**src/rtl/async_oneway_tx_scheduler_pkg.sv**
```systemverilog
// rtl/async_oneway_tx_scheduler_pkg.sv - shared link constants and FSM state type
package async_oneway_tx_scheduler_pkg;

   localparam int MESSAGE_SIZE = 16;
   localparam int LINK_CHUNK_W = 6;
   localparam int LINK_NCHUNK  = (MESSAGE_SIZE + 5) / 6;

   typedef enum logic [2:0] {
      IDLE,
      OPEN,
      HI,
      LO,
      CLOSE
   } tx_state_t;

   function automatic int max3(input int a, input int b, input int c);
      int m;
      m = a;
      if (b > m) m = b;
      if (c > m) m = c;
      return m;
   endfunction

endpackage

```
**src/rtl/async_oneway_tx_scheduler_rr_arbiter.sv**
```systemverilog
// rtl/async_oneway_tx_scheduler_rr_arbiter.sv - combinational round-robin pick
// Returns the first set request at or after i_ptr, wrapping cyclically.
module rr_arbiter #(
   parameter int NUM_REQ = 2,
   parameter int PTR_W   = (NUM_REQ > 1) ? $clog2(NUM_REQ) : 1
) (
   input  logic [NUM_REQ-1:0] i_req,
   input  logic [PTR_W-1:0]   i_ptr,
   output logic [NUM_REQ-1:0] o_grant,
   output logic [PTR_W-1:0]   o_index,
   output logic               o_valid
);
   logic [PTR_W-1:0] w_idx_hi;
   logic [PTR_W-1:0] w_idx_lo;
   logic             w_hit_hi;

   // Descending scan: the last hit written is the lowest qualifying index.
   always_comb begin
      w_idx_hi = '0;
      w_idx_lo = '0;
      w_hit_hi = 1'b0;
      for (int i = NUM_REQ - 1; i >= 0; i--) begin
         if (i_req[i]) begin
            w_idx_lo = PTR_W'(i);
            if (i >= int'(i_ptr)) begin
               w_idx_hi = PTR_W'(i);
               w_hit_hi = 1'b1;
            end
         end
      end
   end

   assign o_valid = |i_req;
   assign o_index = w_hit_hi ? w_idx_hi : w_idx_lo;
   assign o_grant = o_valid ? (NUM_REQ'(1) << o_index) : '0;

endmodule

```
**src/rtl/async_oneway_tx_scheduler.sv**
```systemverilog
// rtl/async_oneway_tx_scheduler.sv - round-robin send sequencer for the one-way 6-bit link
// Frames one granted message as return-to-zero chunks inside a transmit_ctrl envelope.
module async_oneway_tx_scheduler
   import async_oneway_tx_scheduler_pkg::*;
#(
   parameter int NUM_REQ      = 2,
   parameter int HOLD_CYCLES  = 16,
   parameter int GUARD_CYCLES = 16,
   parameter int GAP_CYCLES   = 16
) (
   input  logic                            i_clk_send,
   input  logic                            i_rst,
   input  logic [NUM_REQ-1:0]              i_req,
   input  logic [NUM_REQ*MESSAGE_SIZE-1:0] i_msg,
   output logic [NUM_REQ-1:0]              o_ack,
   output logic                            o_done,
   output logic                            o_busy,
   output logic                            o_transmit_ctrl,
   output logic                            o_packet_pulse,
   output logic [LINK_CHUNK_W-1:0]         o_dout
);
   localparam int PTR_W = (NUM_REQ > 1) ? $clog2(NUM_REQ) : 1;
   localparam int CNT_W = $clog2(max3(HOLD_CYCLES, GUARD_CYCLES, GAP_CYCLES) + 1);
   localparam int IDX_W = $clog2(LINK_NCHUNK + 1);
   localparam int PAD_W = LINK_NCHUNK * LINK_CHUNK_W;

   localparam logic [CNT_W-1:0] GUARD_LAST = CNT_W'(GUARD_CYCLES - 1);
   localparam logic [CNT_W-1:0] HOLD_LAST  = CNT_W'(HOLD_CYCLES - 1);
   localparam logic [CNT_W-1:0] GAP_LAST   = CNT_W'(GAP_CYCLES - 1);
   localparam logic [IDX_W-1:0] IDX_LAST   = IDX_W'(LINK_NCHUNK - 1);

   tx_state_t                r_state;
   logic [CNT_W-1:0]         r_cnt;
   logic [IDX_W-1:0]         r_idx;
   logic [PTR_W-1:0]         r_ptr;
   logic [MESSAGE_SIZE-1:0]  r_msg;
   logic [NUM_REQ-1:0]       r_ack;
   logic                     r_done;
   logic                     r_busy;
   logic                     r_tc;
   logic                     r_pp;
   logic [LINK_CHUNK_W-1:0]  r_dout;

   logic [NUM_REQ-1:0]       w_grant;
   logic [PTR_W-1:0]         w_index;
   logic                     w_valid;
   logic [PTR_W-1:0]         w_ptr_next;
   logic [MESSAGE_SIZE-1:0]  w_sel_msg;
   logic [PAD_W-1:0]         w_padded;
   logic [LINK_CHUNK_W-1:0]  w_chunks [LINK_NCHUNK];
   logic [LINK_CHUNK_W-1:0]  w_chunk;

   rr_arbiter #(
      .NUM_REQ (NUM_REQ),
      .PTR_W   (PTR_W)
   ) u_arb (
      .i_req   (i_req),
      .i_ptr   (r_ptr),
      .o_grant (w_grant),
      .o_index (w_index),
      .o_valid (w_valid)
   );

   always_comb begin
      w_sel_msg = '0;
      for (int i = 0; i < NUM_REQ; i++) begin
         if (w_index == PTR_W'(i)) w_sel_msg = i_msg[i*MESSAGE_SIZE +: MESSAGE_SIZE];
      end
   end

   assign w_ptr_next = (int'(w_index) == NUM_REQ - 1) ? '0 : w_index + 1'b1;

   // Top pad bits of the last chunk are zero.
   assign w_padded = PAD_W'(r_msg);
   for (genvar j = 0; j < LINK_NCHUNK; j++) begin : g_chunk
      assign w_chunks[j] = w_padded[j*LINK_CHUNK_W +: LINK_CHUNK_W];
   end
   assign w_chunk = w_chunks[r_idx];

   // Level outputs follow the current state with one cycle of register delay;
   // ack and done are registered at the transition that causes them.
   always_ff @(posedge i_clk_send) begin
      if (i_rst) begin
         r_state <= IDLE;
         r_cnt   <= '0;
         r_idx   <= '0;
         r_ptr   <= '0;
         r_msg   <= '0;
         r_ack   <= '0;
         r_done  <= 1'b0;
         r_busy  <= 1'b0;
         r_tc    <= 1'b0;
         r_pp    <= 1'b0;
         r_dout  <= '0;
      end else begin
         r_tc   <= (r_state == OPEN) || (r_state == HI) || (r_state == LO);
         r_pp   <= (r_state == HI);
         r_dout <= (r_state == HI) ? w_chunk : '0;
         r_busy <= (r_state != IDLE);
         r_ack  <= '0;
         r_done <= 1'b0;
         case (r_state)
            IDLE: begin
               if (w_valid) begin
                  r_msg   <= w_sel_msg;
                  r_ack   <= w_grant;
                  r_ptr   <= w_ptr_next;
                  r_cnt   <= '0;
                  r_idx   <= '0;
                  r_state <= OPEN;
               end
            end
            OPEN: begin
               if (r_cnt == GUARD_LAST) begin
                  r_cnt   <= '0;
                  r_state <= HI;
               end else begin
                  r_cnt <= r_cnt + 1'b1;
               end
            end
            HI: begin
               if (r_cnt == HOLD_LAST) begin
                  r_cnt   <= '0;
                  r_state <= LO;
               end else begin
                  r_cnt <= r_cnt + 1'b1;
               end
            end
            LO: begin
               if (r_cnt == HOLD_LAST) begin
                  r_cnt <= '0;
                  if (r_idx == IDX_LAST) begin
                     r_idx   <= '0;
                     r_state <= CLOSE;
                  end else begin
                     r_idx   <= r_idx + 1'b1;
                     r_state <= HI;
                  end
               end else begin
                  r_cnt <= r_cnt + 1'b1;
               end
            end
            CLOSE: begin
               if (r_cnt == GAP_LAST) begin
                  r_cnt   <= '0;
                  r_done  <= 1'b1;
                  r_state <= IDLE;
               end else begin
                  r_cnt <= r_cnt + 1'b1;
               end
            end
            default: r_state <= IDLE;
         endcase
      end
   end

   assign o_ack           = r_ack;
   assign o_done          = r_done;
   assign o_busy          = r_busy;
   assign o_transmit_ctrl = r_tc;
   assign o_packet_pulse  = r_pp;
   assign o_dout          = r_dout;

endmodule

```
**config.mk**
```make
export PLATFORM = sky130hd
export DESIGN_NAME = async_oneway_tx_scheduler
export DESIGN_NICKNAME = d
export VERILOG_FILES = /design/src/rtl/async_oneway_tx_scheduler_pkg.sv /design/src/rtl/async_oneway_tx_scheduler_rr_arbiter.sv /design/src/rtl/async_oneway_tx_scheduler.sv
export SDC_FILE = /design/constraint.sdc
export NUM_CORES = 1
export LEC_CHECK = 0
export ABC_AREA = 1
export CORE_UTILIZATION = 49
export DETAILED_ROUTE_END_ITERATION = 8
export PLACE_DENSITY_LB_ADDON = 0.25
export SETUP_SLACK_MARGIN = 0.4
export SLEW_MARGIN = 20
export SYNTH_ARGS = -nofsm -noshare
export SYNTH_HDL_FRONTEND = slang
export SYNTH_SLANG_ARGS = --single-unit
export TNS_END_PERCENT = 5
```
**constraint.sdc**
```tcl
create_clock -name i_clk_send -period 3.1 [get_ports i_clk_send]
set_clock_uncertainty 0.2 [all_clocks]
set_input_delay 0.62 -clock i_clk_send [delete_from_list [all_inputs] [get_ports i_clk_send]]
set_output_delay 0.62 -clock i_clk_send [all_outputs]
set_load 0.005 [all_outputs]
```
==> results of run 1 <==
## layout make-up
class                   instances  share of cell area
clock buffers                   5              0.0174
clock inverters                 3             0.00697
inverters                      17              0.0296
multi-input cells             155               0.336
flip-flops and latches         39               0.363
well taps                      44              0.0256
repair buffers                 48               0.222
## per-layer routing
layer,track usage,part of all wire,up-vias
met5,0,0,-
met4,0.0986,0.015,0
met3,0.0590,0.059,7
met2,0.388,0.50,53
met1,0.262,0.43,700
li1,-,-,791
## cells in the final DEF, fill, tap and decap left out
master	Yosys	routed
sky130_fd_sc_hd__nand2_1	83	83
sky130_fd_sc_hd__clkdlybuf4s50_1	0	47
sky130_fd_sc_hd__dfxtp_1	39	39
sky130_fd_sc_hd__nand3_1	28	28
sky130_fd_sc_hd__inv_1	16	16
sky130_fd_sc_hd__nor2_1	14	14
sky130_fd_sc_hd__a21oi_1	8	8
sky130_fd_sc_hd__clkbuf_4	0	5
sky130_fd_sc_hd__o21ai_0	4	4
sky130_fd_sc_hd__nand4_1	4	4
sky130_fd_sc_hd__clkinv_2	0	3
sky130_fd_sc_hd__nor3_4	2	2
sky130_fd_sc_hd__nor3_1	2	2
sky130_fd_sc_hd__a22oi_1	2	2
sky130_fd_sc_hd__nor2_4	1	1
sky130_fd_sc_hd__nand3_4	1	1
sky130_fd_sc_hd__inv_2	1	1
sky130_fd_sc_hd__nand2_2	1	1
sky130_fd_sc_hd__or2_2	1	1
sky130_fd_sc_hd__nand3b_1	1	1
sky130_fd_sc_hd__a211oi_1	1	1
sky130_fd_sc_hd__o21bai_1	1	1
sky130_fd_sc_hd__ha_1	1	1
sky130_fd_sc_hd__buf_4	1	1
## sequential cells by signal, indices dropped and copies added (netlist names)
register and cells:
o_ack 2, o_busy 1, o_done 1, o_dout 6
o_packet_pulse 1, o_transmit_ctrl 1, r_cnt 5, r_idx 2
r_msg 16, r_ptr 1, r_state 3
## worst max-delay path, cell delays in order
cell and delay (ns):
sky130_fd_sc_hd__clkdlybuf4s50_1 0.67, sky130_fd_sc_hd__nor3_4 0.69, sky130_fd_sc_hd__nand2_1 0.13, sky130_fd_sc_hd__nand3_1 0.10
## cells by family after synthesis
kind of cell	Yosys count	share of synthesized area
AND/OR/NAND/NOR	138	0.388
flip-flops	39	0.488
AO/OA/AOI/OAI	16	0.0563
buffers and inverters	21	0.0609
adder cells (fa/ha/maj)	1	0.00781
## final timing paths
path | from | end | slack [ns]
worst min-delay path | r_cnt[4] | r_cnt[4] | 0.26
worst max-delay path | i_rst | r_msg[5] | 0.97
worst max register to register | r_state[0] | r_msg[5] | 1.35
worst min register to register | r_cnt[4] | r_cnt[4] | 0.26
## power groups by stage
| stage | Sequential, µW | Clock, µW | Combinational (µW) |
|---|---|---|---|
| after floorplan | 680 | 0 | 347 |
| after detailed placement | 699 | 0 | 474 |
| after CTS | 688 | 247 | 479 |
| after global placement | 693 | 0 | 469 |
| after global routing | 704 | 269 | 544 |
| final | 690 | 246 | 477 |
## through the flow
step / instance area [µm²] / power [µW] / worst slack (ns) / cells
finish: 2150 / 1410 / 0.973 / 311
global route: 2150 / 1520 / 0.831 / 311
CTS: 2150 / 1410 / 0.957 / 311
detailed placement: 2100 / 1170 / 0.608 / 303
global placement: 2100 / 1160 / 0.646 / 303
floorplan: 1600 / 1030 / 1.40 / 215
## synthesized netlist by cell type, types with 2 or more instances
cell type	count	area [µm²]
sky130_fd_sc_hd__a21oi_1	8	40.0
sky130_fd_sc_hd__a22oi_1	2	15.0
sky130_fd_sc_hd__buf_6	2	22.5
sky130_fd_sc_hd__dfxtp_1	39	781
sky130_fd_sc_hd__inv_1	16	60.1
sky130_fd_sc_hd__nand2_1	83	312
sky130_fd_sc_hd__nand3_1	28	140
sky130_fd_sc_hd__nand4_1	4	25.0
sky130_fd_sc_hd__nor2_1	14	52.6
sky130_fd_sc_hd__nor3_1	2	10.0
sky130_fd_sc_hd__nor3_4	2	32.5
sky130_fd_sc_hd__o21ai_0	4	20.0
==> summary.md, run 1 <==
The flow ran to the end, and the final reports show no timing, DRC or antenna violations. The leakage power was 0.000925 µW; the final core utilization was 0.700. The tools report the die outline area as 3500 µm². The total area of multi-input combinational cells was 723 µm²; the overall die height was 59.2 µm.

Ratio of routed vias to standard cells: 4.99. The filler cells instantiated in the layout total 268. VDD sags by at most 0.370 mV. The netlist uses 23 different library cells. Along the worst hold path, the cell count comes to 2. Depth of the worst register-to-register path: 5. For the cts-stage hold buffer count, the log shows 0.

The worst setup path is captured at a flop. At the pin with the least slew margin, the transition time is 0.674 ns. Internal power comes to 885 µW.

The share of the clock period used by the worst path after layout works out to 0.686. The flip-flop and latch area came out at 781 µm². Total inserted antenna cells: 0.

The share of layout cells above drive strength 1 was 0.0599. The HPWL after detailed placement is 2500 µm. The tools report the final count of hold timing violations as 0.

The core footprint came out at 3080 µm². For this run, design rule violations remaining after detail routing come to 0. The count of flip-flops with a built-in enable after synthesis was 0; the count of TritonRoute iterations in the first routing pass was 4. Setup repair after global routing left no endpoint under its margin. For the worst setup path, the data arrival time is 2.22 ns. The run gives 1473 as the number of global-route vias before repair. The critical path is of the input port to flop type. The tools report the number of placement rows as 20. The maximum fanout encountered on the critical timing path was 18. The synthesized netlist occupies a cell area of 1600 µm². In this run the worst hold path is classified as flop to flop. The sequential fraction of the synthesis area is 0.487, and the net switching component of the power is 528 µW.

From synthesis to final layout, the design area changed by 34.5%. The initial cell density of the core was 0.520; the achievable frequency was 470 MHz. The x dimension of the die came out at 59.2 µm.

The sequential group share of total power was 0.488. Register bit total from synthesis: 39. 48 I/O pins were placed.

The final layout contains 303 nets. TritonCTS built the clock tree. Yosys synthesis warning count: 0.

For this block, the routed nets add up to 3400 µm of wire. The run gives 252 as the synthesized net count. The clock network fraction of total power was 0.174; the number of antenna violations at the first check in global routing was 0.

Setup violations remaining at the end of the flow were counted as 0. For this block, the initial DRC count from the detailed router was 45. Detailed routing inserted a total of 1551 vias. Clock latency on the worst-skew pair, taken at its later pin, is 0.34 ns. After detailed routing, the average wire length per cell comes to 10.9 µm. The congestion estimate from routability-driven global placement came to 0.833. For this run, the leading register cell type out of synthesis is sky130_fd_sc_hd__dfxtp_1. The post-synthesis cell count came out at 215. The final setup TNS came out at 0 ns. The tree is rooted in a sky130_fd_sc_hd__clkbuf_4. After clock tree synthesis, the clock-pin slew on the worst setup and hold paths is 0.11 ns. Total congestion overflow after global routing: 0. Counting I/O delays and the setup requirement, the final critical path takes 2.13 ns. The number of pins exceeding their max-slew limit in the final report is 0, and the synthesized area per cell is 7.45 µm². On the final layout, the worst hold slack is 0.257 ns.

The quantity of I/O buffers inserted on ports was 47; the number of maximum-capacitance constraint violations was 0. The post-cts resize count is 0, and the switching part of the total power is 0.374. The power per cell area was 656 nW/µm². CTS built an H-tree with a depth of 2. The detail route stage leaves a number of antenna-violating nets equal to 0. Counting the buffers created by CTS gives 5.

The share of flip-flops with an asynchronous set or reset after synthesis is 0, and the largest net degree at the start of global routing is 19. The overall routing resource usage came out at 0.225. Counting along the longest clock path gives a buffer depth of 2. STA classifies the critical path startpoint as an input port.

The total clock sinks was 39; the wire length of the first global-routing pass was 5900 µm. Remaining max-slew budget at the tightest pin: 0.549. The tools report the combinational group share of total power as 0.338.

The number of setup buffers added after CTS was 0; the required time of the critical path was 3.19 ns.
Power figures use the tool's default switching activity.
==> run 2: changes to the inputs <==
- CORE_UTILIZATION: 49 -> 41
- clock period: 3.1 -> 1.95 ns (I/O delays scaled with it)
==> summary.md, run 2 (synthesized netlist as in run 1, its figures left out) <==
The tools report the I/O pin total as 48 (unchanged). The timing startpoint of the critical path was o_dout[3] (was i_rst). The ratio of routed vias to standard cells is 4.77 (was 4.99). The launch point of the worst hold path was r_msg[6] (was r_cnt[4]). The area overhead of the layout relative to synthesis came out at 48.6% (was 34.5%).

The number of nets in the final layout was 317 (was 303); the worst hold path depth was 2 (unchanged). Critical setup path kind: flop to primary output (was input port to flop). The largest net degree at the start of global routing was 19 (unchanged); the x dimension of the die was 64.5 µm (was 59.2 µm).

The run gives 0.189 (was 0.225) as the overall routing resource usage. The run gives 39 (unchanged) as the total clock sinks. The initial cell density of the core is 0.431 (was 0.520). The run gives 6040 µm (was 5900 µm) as the wire length of the first global-routing pass.

The buffer type at the clock tree root is sky130_fd_sc_hd__clkbuf_8 (was sky130_fd_sc_hd__clkbuf_4). The count of TritonRoute iterations in the first routing pass was 4 (unchanged). The total congestion overflow after global routing is 0 (unchanged). Wire length per cell after detailed routing: 11.3 µm (was 10.9 µm). Number of global-route vias before repair: 1410 (was 1473). The logs give 133 (was 45) for the number of violations reported at the end of detailed-routing iteration 0 and 5 (unchanged) for the number of buffers created by CTS. The number of pins exceeding their max-slew limit in the final report was 0 (unchanged); the leakage power was 0.00105 µW (was 0.000925 µW). Setup repair after global routing could not meet its margin everywhere.

TritonCTS built the clock tree. The tools report the reg-to-reg critical path endpoint as r_msg[5] (unchanged). The share of layout cells above drive strength 1 is 0.146 (was 0.0599).

Category of the worst setup path launch point: a flop (was an input port). Derived from the worst setup path, the maximum achievable clock frequency is 593 MHz. Critical path's slowest cell: sky130_fd_sc_hd__clkdlybuf4s50_1 (was sky130_fd_sc_hd__nor3_4).

Delay of the slowest cell on the worst path: 0.49 ns (was 0.69 ns). The quantity of I/O buffers inserted on ports works out to 47 (unchanged). The clock latency at the later pin of the worst-skew pair is 0.29 ns (was 0.34 ns).

The run finished with clean final reports. The final instance count without filler cells was 329 (was 311). For the estimated wirelength of the detail-placed design, the log shows 2600 µm (was 2500 µm). The reg-to-reg startpoint is r_state[1] (was r_state[0]). The run gives 0.690 (was 0.549) as the remaining max-slew budget at the tightest pin.

The share of the clock period used by the worst path after layout was 0.866. The cts-stage hold buffer count came out at 0 (unchanged). For the final count of hold timing violations, the log shows 0 (unchanged). The number of vias after detailed routing is 1568 (was 1551), and the total inserted antenna cells is 0 (unchanged).

The data arrival time at the worst-slack endpoint is 1.10 ns (was 2.22 ns). The number of buffer and inverter stages on the critical path is 1 (unchanged), and the depth of the worst register-to-register path is 6 (was 5). The maximum fanout encountered on the critical timing path works out to 1 (was 18).

The flip-flop count of the largest register, all copies and words added works out to 16 (unchanged). For the total number of H-tree levels, the log shows 2 (unchanged). The element type at the critical path end is a primary output (was a flop).

The setup violation total in the final timing report is 0 (unchanged). The overall die height was 64.5 µm (was 59.2 µm); the number of maximum-capacitance constraint violations was 0 (unchanged). The worst supply voltage drop on vdd was 0.597 mV (was 0.370 mV); the worst setup slack after layout was 0.262 ns (was 0.973 ns). The slew of the pin with the lowest slew margin is 0.463 ns (was 0.674 ns), and the clock input transition at the sequential cells of the worst setup and hold paths is 0.08 ns (was 0.11 ns).

The number of placement rows came out at 22 (was 20). The post-placement cell count was 313 (was 303); the final setup TNS was 0 ns (unchanged). The worst hold margin is 0.282 ns (was 0.257 ns), and the DRC violation count after routing is 0 (unchanged). Commonest cells after routing, fill and taps aside: sky130_fd_sc_hd__nand2_1 (80), sky130_fd_sc_hd__clkdlybuf4s50_1 (43), sky130_fd_sc_hd__dfxtp_1 (35) (was sky130_fd_sc_hd__nand2_1 (83), sky130_fd_sc_hd__clkdlybuf4s50_1 (47), sky130_fd_sc_hd__dfxtp_1 (39)).

For the final estimated routing congestion in global placement, the log shows 0.832 (was 0.833). The power per cell area is 1110 nW/µm² (was 656 nW/µm²), and the final antenna-violating net count is 0 (unchanged). The category of cells accounting for the largest share of critical-path delay is buffers and inverters (was simple AND/OR/NAND/NOR gates). The final standard cell area without fillers is 2380 µm² (was 2150 µm²). Cells along the critical path: clkdlybuf4s50_1 (was clkdlybuf4s50_1, nor3_4, nand2_1, nand3_1). The end of the worst hold path was r_msg[6] (was r_cnt[4]). The die outline area was 4160 µm² (was 3500 µm²).

Placed cell area: 2180 µm² (was 2100 µm²). The tools report the maximum root-to-sink buffer count as 2 (unchanged). Required time of the critical path: 1.36 ns (was 3.19 ns).

The number of antenna violations at the first check in global routing is 0 (unchanged), and the core footprint is 3720 µm² (was 3080 µm²). The register with the most flip-flops was r_msg (unchanged). The commonest non-fill, non-tap cell in the layout was sky130_fd_sc_hd__nand2_1 (unchanged).

The minimum clock period after layout was 1.69 ns. The worst setup slack before clock tree synthesis is -0.00732 ns (was 0.608 ns), and the sum of routed wire length over all layers is 3710 µm (was 3400 µm). Class of the tightest hold or removal check: flop to flop (unchanged).

For the flop-to-flop setup slack, the log shows 0.34 ns (was 1.35 ns).
run 2: cell count changes in the layout (fill, tap and decap cells not counted), sizes merged:
cell	delta
dlymetal6s2s	+3
dlygate4sd2	+1
clkdlybuf4s50	-4
buf	+13
clkinvlp	+2
clkinv	-2
clkbuf	+1
run 2: worst max-delay path by stage:
stage,end,slack (ns),cells after the start
floorplan,r_msg[0],0.48,5
detailed placement,r_idx[1],-0.007,8
global placement,r_msg[1],0.02,8
CTS,o_dout[3],0.25,1
global route,o_dout[2],0.21,1
finish,o_dout[3],0.26,1
run 2: metal layers:
metal  wire (µm)  GRT usage  up-vias
li1            -          -      820
met1        1710      0.228      710
met2        1800      0.320       33
met3         139     0.0475        5
met4          55     0.0750        0
met5           0          0        -
run 2: report_power, final:
group          switching (µW)  internal [µW]  total [µW]  leakage (µW)
combinational             522            468         990      0.000692
sequential                131            982        1110      0.000321
clock                     285            249         533     0.0000402
total                     938           1700        2640       0.00105
run 2: layout make-up:
| cell class | instances | area (µm²) |
|---|---|---|
| clock inverters | 3 | 20.0 |
| clock buffers | 5 | 68.8 |
| repair buffers | 62 | 632 |
| flip-flops and latches | 39 | 788 |
| multi-input cells | 155 | 744 |
| inverters | 17 | 66.3 |
| well taps | 48 | 60.1 |
| fillers | 326 | 1340 |
run 2: stage by stage:
step / util / total power, µW
after floorplan: - / 1630
after global placement: 0.586 / 1910
after detailed placement: 0.586 / 1920
after CTS: 0.609 / 2450
after global routing: 0.640 / 2820
final: 0.640 / 2640
run 2: what timing repair did:
item / CTS / global route
cloned: 0 / 1
setup buffers: 0 / 7
gates resized for setup: 1 / 18
pin swaps: 0 / 4
setup endpoints to repair: 35 / 42
==> run 3: changes to the inputs <==
- CORE_MARGIN: not set -> 1.5
==> summary.md, run 3 (synthesized netlist as in run 1, its figures left out) <==
The combinational group share of total power is 0.381 (was 0.376). The ratio of routed vias to standard cells works out to 4.74 (was 4.77). Critical setup path kind: flop to primary output (unchanged).

The share of the clock period used by the worst path after layout is 0.866 (about the same). The switching part of the total power came out at 0.353 (was 0.356). The overall routing resource usage came out at 0.187 (was 0.189). For the achievable frequency, the log shows 592 MHz (was 593 MHz). The register with the most flip-flops is r_msg (unchanged).

The class of the tightest hold or removal check was flop to flop (unchanged). The number of buffer and inverter stages on the critical path is 1 (unchanged). The logs give 0 ns (unchanged) for the final setup TNS and 1.10 ns (about the same) for the data arrival time at the worst-slack endpoint. For the number of placement rows, the log shows 22 (unchanged). Maximum root-to-sink buffer count: 2 (unchanged). TritonCTS built the clock tree. Commonest cells after routing, fill and taps aside: sky130_fd_sc_hd__nand2_1 (79), sky130_fd_sc_hd__clkdlybuf4s50_1 (43), sky130_fd_sc_hd__dfxtp_1 (36) (was sky130_fd_sc_hd__nand2_1 (80), sky130_fd_sc_hd__clkdlybuf4s50_1 (43), sky130_fd_sc_hd__dfxtp_1 (35)). Number of global-route vias before repair: 1456 (was 1410). The buffer type at the clock tree root was sky130_fd_sc_hd__clkbuf_8 (unchanged). The die outline area came out at 4290 µm² (was 4160 µm²).

The clock input transition at the sequential cells of the worst setup and hold paths works out to 0.07 ns (was 0.08 ns). The initial cell density of the core is 0.431 (unchanged). Critical path's slowest cell: sky130_fd_sc_hd__clkdlybuf4s50_1 (unchanged). The final standard cell area without fillers is 2350 µm² (was 2380 µm²), and the delay of the slowest cell on the worst path is 0.49 ns (about the same).

The flow ran to the end, and the final reports show no timing, DRC or antenna violations. Final instance count without filler cells: 328 (was 329). The overall die height works out to 65.5 µm (was 64.5 µm). The logs give 0 (unchanged) for the final antenna-violating net count and 3670 µm (was 3710 µm) for the sum of routed wire length over all layers. Final core utilization: 0.634 (was 0.640). The category of cells accounting for the largest share of critical-path delay is buffers and inverters (unchanged). The remaining max-slew budget at the tightest pin is 0.732 (was 0.690). The commonest non-fill, non-tap cell in the layout was sky130_fd_sc_hd__nand2_1 (unchanged). The flip-flop count of the largest register, all copies and words added works out to 16 (unchanged). The tools report the core footprint as 3720 µm² (unchanged). The run gives 0.634 mV (was 0.597 mV) as the worst supply voltage drop on vdd. The number of pins exceeding their max-slew limit in the final report was 0 (unchanged); the net switching component of the power was 926 µW (was 938 µW).

The cell-internal power was 1700 µW (about the same). The x dimension of the die is 65.5 µm (was 64.5 µm), and the number of vias after detailed routing is 1554 (was 1568). For the leakage power, the log shows 0.00105 µW (about the same). For the number of nets in the final layout, the log shows 316 (was 317). The tools report the setup violation total in the final timing report as 0 (unchanged).

DRC violation count after routing: 0 (unchanged). The final estimated routing congestion in global placement was 0.790 (was 0.832); the area overhead of the layout relative to synthesis was 47.0% (was 48.6%). Cells along the critical path: clkdlybuf4s50_1 (unchanged). The tools report the total number of H-tree levels as 2 (unchanged). For the I/O pin total, the log shows 48 (unchanged).

The total clock sinks is 39 (unchanged). The wire length per cell after detailed routing was 11.2 µm (was 11.3 µm); the number of maximum-capacitance constraint violations was 0 (unchanged). The logs give 19 (unchanged) for the largest net degree at the start of global routing and 1.36 ns (about the same) for the required time of the critical path. The power per cell area came out at 1120 nW/µm² (was 1110 nW/µm²). The clock network fraction of total power was 0.198 (was 0.202). Setup repair after global routing could not meet its margin everywhere.

The tools report the sequential group share of total power as 0.420 (was 0.422). For the number of antenna violations at the first check in global routing, the log shows 0 (unchanged). The minimum clock period after layout was 1.69 ns (about the same); the estimated wirelength of the detail-placed design was 2630 µm (was 2600 µm). The tools report the category of the worst setup path launch point as a flop (unchanged). The run gives 111 (was 133) as the number of violations reported at the end of detailed-routing iteration 0. For the post-placement cell count, the log shows 313 (unchanged).

Quantity of I/O buffers inserted on ports: 47 (unchanged). The total inserted antenna cells came out at 0 (unchanged). The final count of hold timing violations is 0 (unchanged), and the slew of the pin with the lowest slew margin is 0.401 ns (was 0.463 ns). The maximum fanout encountered on the critical timing path was 1 (unchanged). The wire length of the first global-routing pass was 6040 µm (unchanged). The placed cell area was 2180 µm² (unchanged). For the number of buffers created by CTS, the log shows 5 (unchanged). The count of TritonRoute iterations in the first routing pass is 4 (unchanged).

The tools report the clock latency at the later pin of the worst-skew pair as 0.29 ns (about the same). The element type at the critical path end is a primary output (unchanged). The tools report the total congestion overflow after global routing as 0 (unchanged). Share of layout cells above drive strength 1: 0.136 (was 0.146).
run 3: per-stage QoR:
| stage | setup slack, ns | hold slack, ns | total power, µW |
|---|---|---|---|
| 6_report | 0.261 | 0.260 | 2630 |
| 5_1_grt | 0.211 | 0.272 | 2830 |
| 4_1_cts | 0.240 | 0.245 | 2450 |
| 3_5_place_dp | 0.0154 | 0.235 | 1920 |
| 3_3_place_gp | 0.0367 | 0.231 | 1910 |
| 2_1_floorplan | 0.478 | 0.223 | 1630 |
run 3: repair_timing:
item / 4_1_cts / 5_1_grt
resized for setup: 1 / 22
setup buffers: 0 / 6
setup endpoints to repair: 36 / 41
endpoints found under the hold margin: 0 / 0
gates cloned: 0 / 1
pin swaps: 0 / 3
hold buffers: 0 / 0
run 3: path summary, 6_finish.rpt:
check | from | to | slack (ns) | depth (start not counted)
worst max-delay path | o_dout[2] | o_dout[2] | 0.26 | 1
worst min-delay path | r_cnt[4] | r_cnt[4] | 0.26 | 2
worst max register to register | r_state[2] | r_state[0] | 0.35 | 6
worst min register to register | r_cnt[4] | r_cnt[4] | 0.26 | 2
run 3: area by class of cell:
cell class                      instances  area, µm²
Inverter                               17       71.3
Sequential cell                        39        787
Clock inverter                          1       5.00
Tap cell                               48       60.1
Timing Repair inverter                  1       5.00
Multi-Input combinational cell        155        743
Fill cell                             339       1360
Clock buffer                            7       76.3
Timing Repair Buffer                   60        607
run 3: layer usage:
| layer | track usage | vias up | wire [µm] |
|---|---|---|---|
| li1 | - | 818 | - |
| met1 | 0.227 | 691 | 1670 |
| met2 | 0.307 | 38 | 1790 |
| met3 | 0.0599 | 7 | 160 |
| met4 | 0.0755 | 0 | 54 |
| met5 | 0 | - | 0 |
run 3: tightest hold or removal path: stages, from the launching register on:
cell                       delay (ns)
sky130_fd_sc_hd__dfxtp_1         0.30
sky130_fd_sc_hd__inv_1           0.07
sky130_fd_sc_hd__a211oi_1        0.05
run 3: power by group through the flow:
stage | sequential (µW) | combinational [µW] | clock, µW
after floorplan | 1080 | 551 | 0
after global placement | 1110 | 800 | 0
after detailed placement | 1110 | 812 | 0
after CTS | 1090 | 816 | 539
after global routing | 1130 | 1120 | 578
final | 1100 | 1000 | 521
